$ cat config.mk
export PLATFORM = sky130hd
export DESIGN_NAME = pcs_pattern_match
export DESIGN_NICKNAME = d
export VERILOG_FILES = /design/src/rtl/pcs_pattern_pkg.sv /design/src/rtl/pcs_pattern_match.sv
export SDC_FILE = /design/constraint.sdc
export NUM_CORES = 1
export LEC_CHECK = 0
export ABC_AREA = 1
export CAP_MARGIN = 0
export CORE_MARGIN = 2
export CORE_UTILIZATION = 45
export DETAILED_ROUTE_END_ITERATION = 12
export GPL_ROUTABILITY_DRIVEN = 0
export GPL_TIMING_DRIVEN = 0
export PLACE_DENSITY = 0.89
export SLEW_MARGIN = 20
export SYNTH_ARGS = -nofsm -noshare
export SYNTH_HDL_FRONTEND = slang
export SYNTH_SLANG_ARGS = --single-unit
$ cat constraint.sdc
create_clock -name vclk -period 2.8
set_input_delay 0.56 -clock vclk [all_inputs]
set_output_delay 0.56 -clock vclk [all_outputs]
set_load 0.02 [all_outputs]
$ cat src/rtl/pcs_pattern_pkg.sv
`default_nettype none
// ============================================================================
// Module   : pcs_pattern_pkg
// Purpose  : Shared definitions for the fixed-pattern PCS loopback checker:
//            the 6-entry pattern table, the data-block sync header and the
//            checker state encoding.
// Ports    : none (package)
// Revision : 1.0 - initial release
// ============================================================================
package pcs_pattern_pkg;

  localparam int PATTERN_NUM = 6;

  localparam logic [63:0] PATTERN_0 = 64'hFFFF_FFFF_FFFF_FFFF;
  localparam logic [63:0] PATTERN_1 = 64'h0000_0000_0000_0000;
  localparam logic [63:0] PATTERN_2 = 64'h5555_5555_5555_5555;
  localparam logic [63:0] PATTERN_3 = 64'hAAAA_AAAA_AAAA_AAAA;
  localparam logic [63:0] PATTERN_4 = 64'hFEFE_FEFE_FEFE_FEFE;
  localparam logic [63:0] PATTERN_5 = 64'h0707_0707_0707_0707;

  localparam logic [1:0] SYNC_DATA = 2'b01;

  typedef enum logic [1:0] {
    ST_HUNT   = 2'd0,
    ST_VERIFY = 2'd1,
    ST_LOCKED = 2'd2
  } state_t;

  // Table lookup; indices 6 and 7 are never produced by the checker.
  function automatic logic [63:0] pattern_at(input logic [2:0] idx);
    logic [63:0] pat;
    case (idx)
      3'd0:    pat = PATTERN_0;
      3'd1:    pat = PATTERN_1;
      3'd2:    pat = PATTERN_2;
      3'd3:    pat = PATTERN_3;
      3'd4:    pat = PATTERN_4;
      3'd5:    pat = PATTERN_5;
      default: pat = 64'h0;
    endcase
    return pat;
  endfunction

  // Sequence index advance with wrap from the last entry back to 0.
  function automatic logic [2:0] next_index(input logic [2:0] idx);
    return (idx == 3'(PATTERN_NUM - 1)) ? 3'd0 : idx + 3'd1;
  endfunction

endpackage
`default_nettype wire

$ cat src/rtl/pcs_pattern_match.sv
`default_nettype none
// ============================================================================
// Module   : pcs_pattern_match
// Purpose  : Combinational block comparator. Checks one received block
//            against every pattern table entry and against the entry the
//            checker currently expects. A hit requires the data sync header.
// Ports    : i_data         - received 64-bit payload
//            i_hdr          - received 2-bit sync header
//            i_exp_idx      - table index the checker expects next
//            o_hit_any      - block equals some table entry
//            o_hit_index    - index of the matching entry (valid with hit_any)
//            o_hit_expected - block equals the expected entry
// Revision : 1.0 - initial release
// ============================================================================
module pcs_pattern_match
  import pcs_pattern_pkg::*;
(
  input  logic [63:0] i_data,
  input  logic [1:0]  i_hdr,
  input  logic [2:0]  i_exp_idx,
  output logic        o_hit_any,
  output logic [2:0]  o_hit_index,
  output logic        o_hit_expected
);

  logic                   w_hdr_ok;
  logic [PATTERN_NUM-1:0] w_hit_vec;

  assign w_hdr_ok = (i_hdr == SYNC_DATA);

  generate
    for (genvar gi = 0; gi < PATTERN_NUM; gi++) begin : g_cmp
      assign w_hit_vec[gi] = w_hdr_ok && (i_data == pattern_at(3'(gi)));
    end
  endgenerate

  // Table entries are distinct, so at most one bit of w_hit_vec is set.
  always_comb begin
    o_hit_index = 3'd0;
    for (int i = PATTERN_NUM - 1; i >= 0; i--) begin
      if (w_hit_vec[i]) begin
        o_hit_index = 3'(i);
      end
    end
  end

  assign o_hit_any      = |w_hit_vec;
  assign o_hit_expected = w_hdr_ok && (i_data == pattern_at(i_exp_idx));

endmodule
`default_nettype wire

Yosys cells after proc, flatten, opt, wreduce, memory -nomap -nowiden

Index checks and enable logic that the tools add are counted.

Register bits: 0
Input bits: 69

Equality and inequality tests: 11
Reductions and logical operators: 10
Multiplexer cells: 7

Operators by type and width:

| operator                                         | count |
|---|---|
| one-hot mux 64 bit (5 select lines)              | 1 |
| == test 64 bit (second input constant)           | 3 |
| == test 64 x 59 -> 1 bit (second input constant) | 1 |
| == test 64 x 63 -> 1 bit (second input constant) | 1 |
| == test 64 bit                                   | 1 |
| logical NOT 64 bit                               | 1 |
| 2-to-1 mux 3 bit                                 | 6 |
| logical AND 1 bit                                | 7 |
| == test 3 x 2 -> 1 bit (second input constant)   | 2 |
| == test 3 bit (second input constant)            | 2 |
| OR reduction 6 bit                               | 1 |
| logical NOT 3 bit                                | 1 |
| == test 2 x 1 -> 1 bit (second input constant)   | 1 |

Depth between registers and ports, before layout

Depth in word-level cells: 8
Depth in mapped cells: 11
Depth with buffers taken out: 11

Worst setup path before layout

No wires, ideal clock.

Path kind: input -> output
Start point: in i_data[5]
End point: out o_hit_any
Arrival: 1.573 ns
Cell stages on the path: 7
Setup slack: 0.667 ns
Cells stage by stage: or2_0 > nor3_1 > and2b_1 > nand3_1 > nand2_1 > inv_1 > nand2_1

Longest elaborated chain between the ends: 3

RTL lines:

| what                                         | RTL line                | text |
|---|---|---|
| start: declaration                           | pcs_pattern_match.sv:18 | `input logic [63:0] i_data,` |
| == test 64 bit, or another cell as far along | pcs_pattern_match.sv:33 | `assign w_hit_vec[gi] = w_hdr_ok && (i_data == pattern_at(3'(gi)));` |
| logical AND 1 bit                            | pcs_pattern_match.sv:33 |  |
| OR reduction 6 bit *                         | pcs_pattern_match.sv:47 | `assign o_hit_any = \|w_hit_vec;` |
| end: declaration                             | pcs_pattern_match.sv:21 | `output logic o_hit_any,` |

Mark *: on every way between the ends. The rest lies on a longest branch, timed or not.

Worst setup path in the final report

Start point: in i_data[54]
End point: out o_hit_expected

Longest elaborated chain between the ends: 2

RTL lines:

| what              | RTL line                | text |
|---|---|---|
| == test 64 bit    | pcs_pattern_match.sv:48 | `assign o_hit_expected = w_hdr_ok && (i_data == pattern_at(i_exp_idx));` |
| logical AND 1 bit | pcs_pattern_match.sv:48 |  |
| end: declaration  | pcs_pattern_match.sv:23 | `output logic o_hit_expected` |

Every way passes these cells.

==> impl_metrics.csv <==
group,metric,value,unit
run_status,status,"complete, no violations",
sta,post-route-min-period,2.72,ns
layout,fin_nets,501,
yosys,synthTopCellsByCount,"119 x nand2_1, 107 x nor2_1, 58 x inv_1",
grt,globalRouteOverflowTotal,0,
sta,worstMarginPinSlew,0.265,ns
sta,fin_hold_ws,1.73,ns
route,drc_errors,0,
setup_path,cp-end-kind,"output pin",
grt,grt_max_degree,8,
setup_path,worst-path-stages,10,
place,port_buffers,74,
yosys,yosysTopAreaCell,"nand2_1",
place,placed_area,2250,um2
setup_path,crit_type,"in2out",
sta,maxSlewHeadroom,0.822,
pwr,p_leak,1.13,nW
setup_path,crit_path_start_kind,"input pin",
route,via_per_inst,5.14,
sta,fin_ws,0.0808,ns
yosys,netlist.area_leader.share,0.306,
hold_path,whs_path_depth,6,
yosys,seq_area_frac_synth,0,
sta,hold_viol,0,
layout,register_area,0,um2
setup_path,startpoint,"i_data[54]",
floorplanning,initial_core_util,0.474,
yosys,syn_inst,356,
flow_run,cap_violations,0,
setup_path,slowest_delay,0.58,ns
floorplanning,die_h,60.9,um
sta,setup_viol,0,
hold_path,hold_end,"o_hit_index[2]",
sta,slew_violations,0,
setup_path,cp_slowest_cell,"clkdlybuf4s50_1",
pwr,power_density,112,nW/um2
layout,diodes,0,
floorplanning,coreArea,3080,um2
layout,clkbuf_count,0,
place,dp_slack,-0.410,ns
setup_path,crit_chain,"clkdlybuf4s50_1, nand2_1, nor3_1, nand2_1, nand2_1, nand3_1, nor2_1, nand2_1, nor2_1, buf_2",
route,ant_nets,0,
route,wl,5.80,mm
sta,rsz0062_at_grt,"yes",
layout,drive_gt1_frac,0.0535,
floorplanning,pin_count,74,
yosys,ys_types,16,
layout,final_core_util,0.742,
hold_path,holdCritPathClass,"in2out",
yosys,postSynthAreaPerCell,4.10,um2
setup_path,critPathMaxFanout,4,
route,vias,2436,
setup_path,crit_arrival,2.16,ns
yosys,syn_nets,425,
sta,fmax,368,MHz
yosys,synth.area.top_cells,"nand2_1 31%, nor2_1 28%, inv_1 15%",
grt,antenna_found_initial,0,
setup_path,cp.required,2.24,ns
place,placedCellCount,474,
setup_path,cp_common_cell,"nand2_1",
setup_path,crit_buf_inv,2,
layout,design.seq.count,0,
floorplanning,die_x,60.9,um
yosys,ys_warn_count,0,
setup_path,crit_family,"simple AND/OR/NAND/NOR gates",
route,first_pass_iters,6,
place,hpwl,4.98,mm
floorplanning,dieArea,3710,um2
yosys,synth.most_common_cell,"nand2_1",
route,drt_iter0_drc,254,
floorplanning,rows,20,
layout,layoutNonFillerInstCount,474,
grt,track_usage,0.318,
pwr,peakVddDrop,73.7,uV
sta,timing.final.crit_share,0.971,
hold_path,min_from,"i_data[58]",
layout,area_growth,56.6,%
layout,postLayoutCellArea,2280,um2
route,wl_per_cell,12.2,um
grt,grt_pass1_wl,9.09,mm
yosys,syn_area,1460,um2
cts,cts_setup_buffers,0,
grt,grt_pass1_vias,2129,
## timing repair
item	4_1_cts	5_1_grt
gates cloned	0	0
pin swaps	0	1
hold buffers	0	0
endpoints found under the setup margin	5	5
resized for setup	22	22
## logic make-up after synthesis
family	Yosys count	share of synthesized area
AO/OA/AOI/OAI	10	0.0386
buffers and inverters	58	0.149
AND/OR/NAND/NOR	288	0.812
## layer usage
| layer | vias up | track usage | wire length (um) |
|---|---|---|---|
| li1 | 1246 | - | - |
| met5 | - | 0 | 0 |
| met3 | 14 | 0.0128 | 525 |
| met1 | 1039 | 0.424 | 2390 |
| met2 | 137 | 0.579 | 2770 |
| met4 | 0 | 0.0466 | 110 |
## worst max-delay path by stage
stage	slack, ns	to
floorplan	0.67	o_hit_any
global placement	-0.40	o_hit_expected
detailed placement	-0.41	o_hit_expected
CTS	0.003	o_hit_expected
global route	-0.06	o_hit_expected
finish	0.08	o_hit_expected
## cell type report
cell class / instances / area [um2]
multi-input cells: 298 / 1290
inverters: 58 / 218
well taps: 44 / 55.1
repair buffers: 74 / 721
fillers: 325 / 793
## placed cells by master, fill, tap and decap left out, types with 2 or more instances in the layout
cell type,instances
o21ai_0,2
dlymetal6s2s_1,4
inv_1,57
clkbuf_2,3
buf_2,2
nor2_2,6
nor2_4,2
nand2_1,116
clkdlybuf4s50_1,61
nor2_1,100
nand2_2,5
nand3_1,33
nand4_1,12
a21oi_1,2
dlygate4sd2_1,4
o21ai_1,4
nor3_1,8
nor3_2,2
## worst min-delay path, stage by stage
cell,delay [ns]
dlymetal6s2s_1,0.18
nand4_1,0.11
nor2_1,0.04
nand3_1,0.06
nand2_1,0.06
clkbuf_2,0.15
## power breakdown
part | switching [W] | internal [W]
Combinational | 0.000133 | 0.000122
Clock | 0 | 0
Sequential | 0 | 0
Total | 0.000133 | 0.000122
## per-stage QoR
step | total power [W] | setup TNS [ns]
detailed placement | 0.000246 | -1.68
global placement | 0.000244 | -1.63
finish | 0.000255 | 0
global route | 0.000278 | -0.0595
floorplan | 0.0000927 | 0
CTS | 0.000248 | 0
No activity file was read; power rests on OpenSTA's default activity.
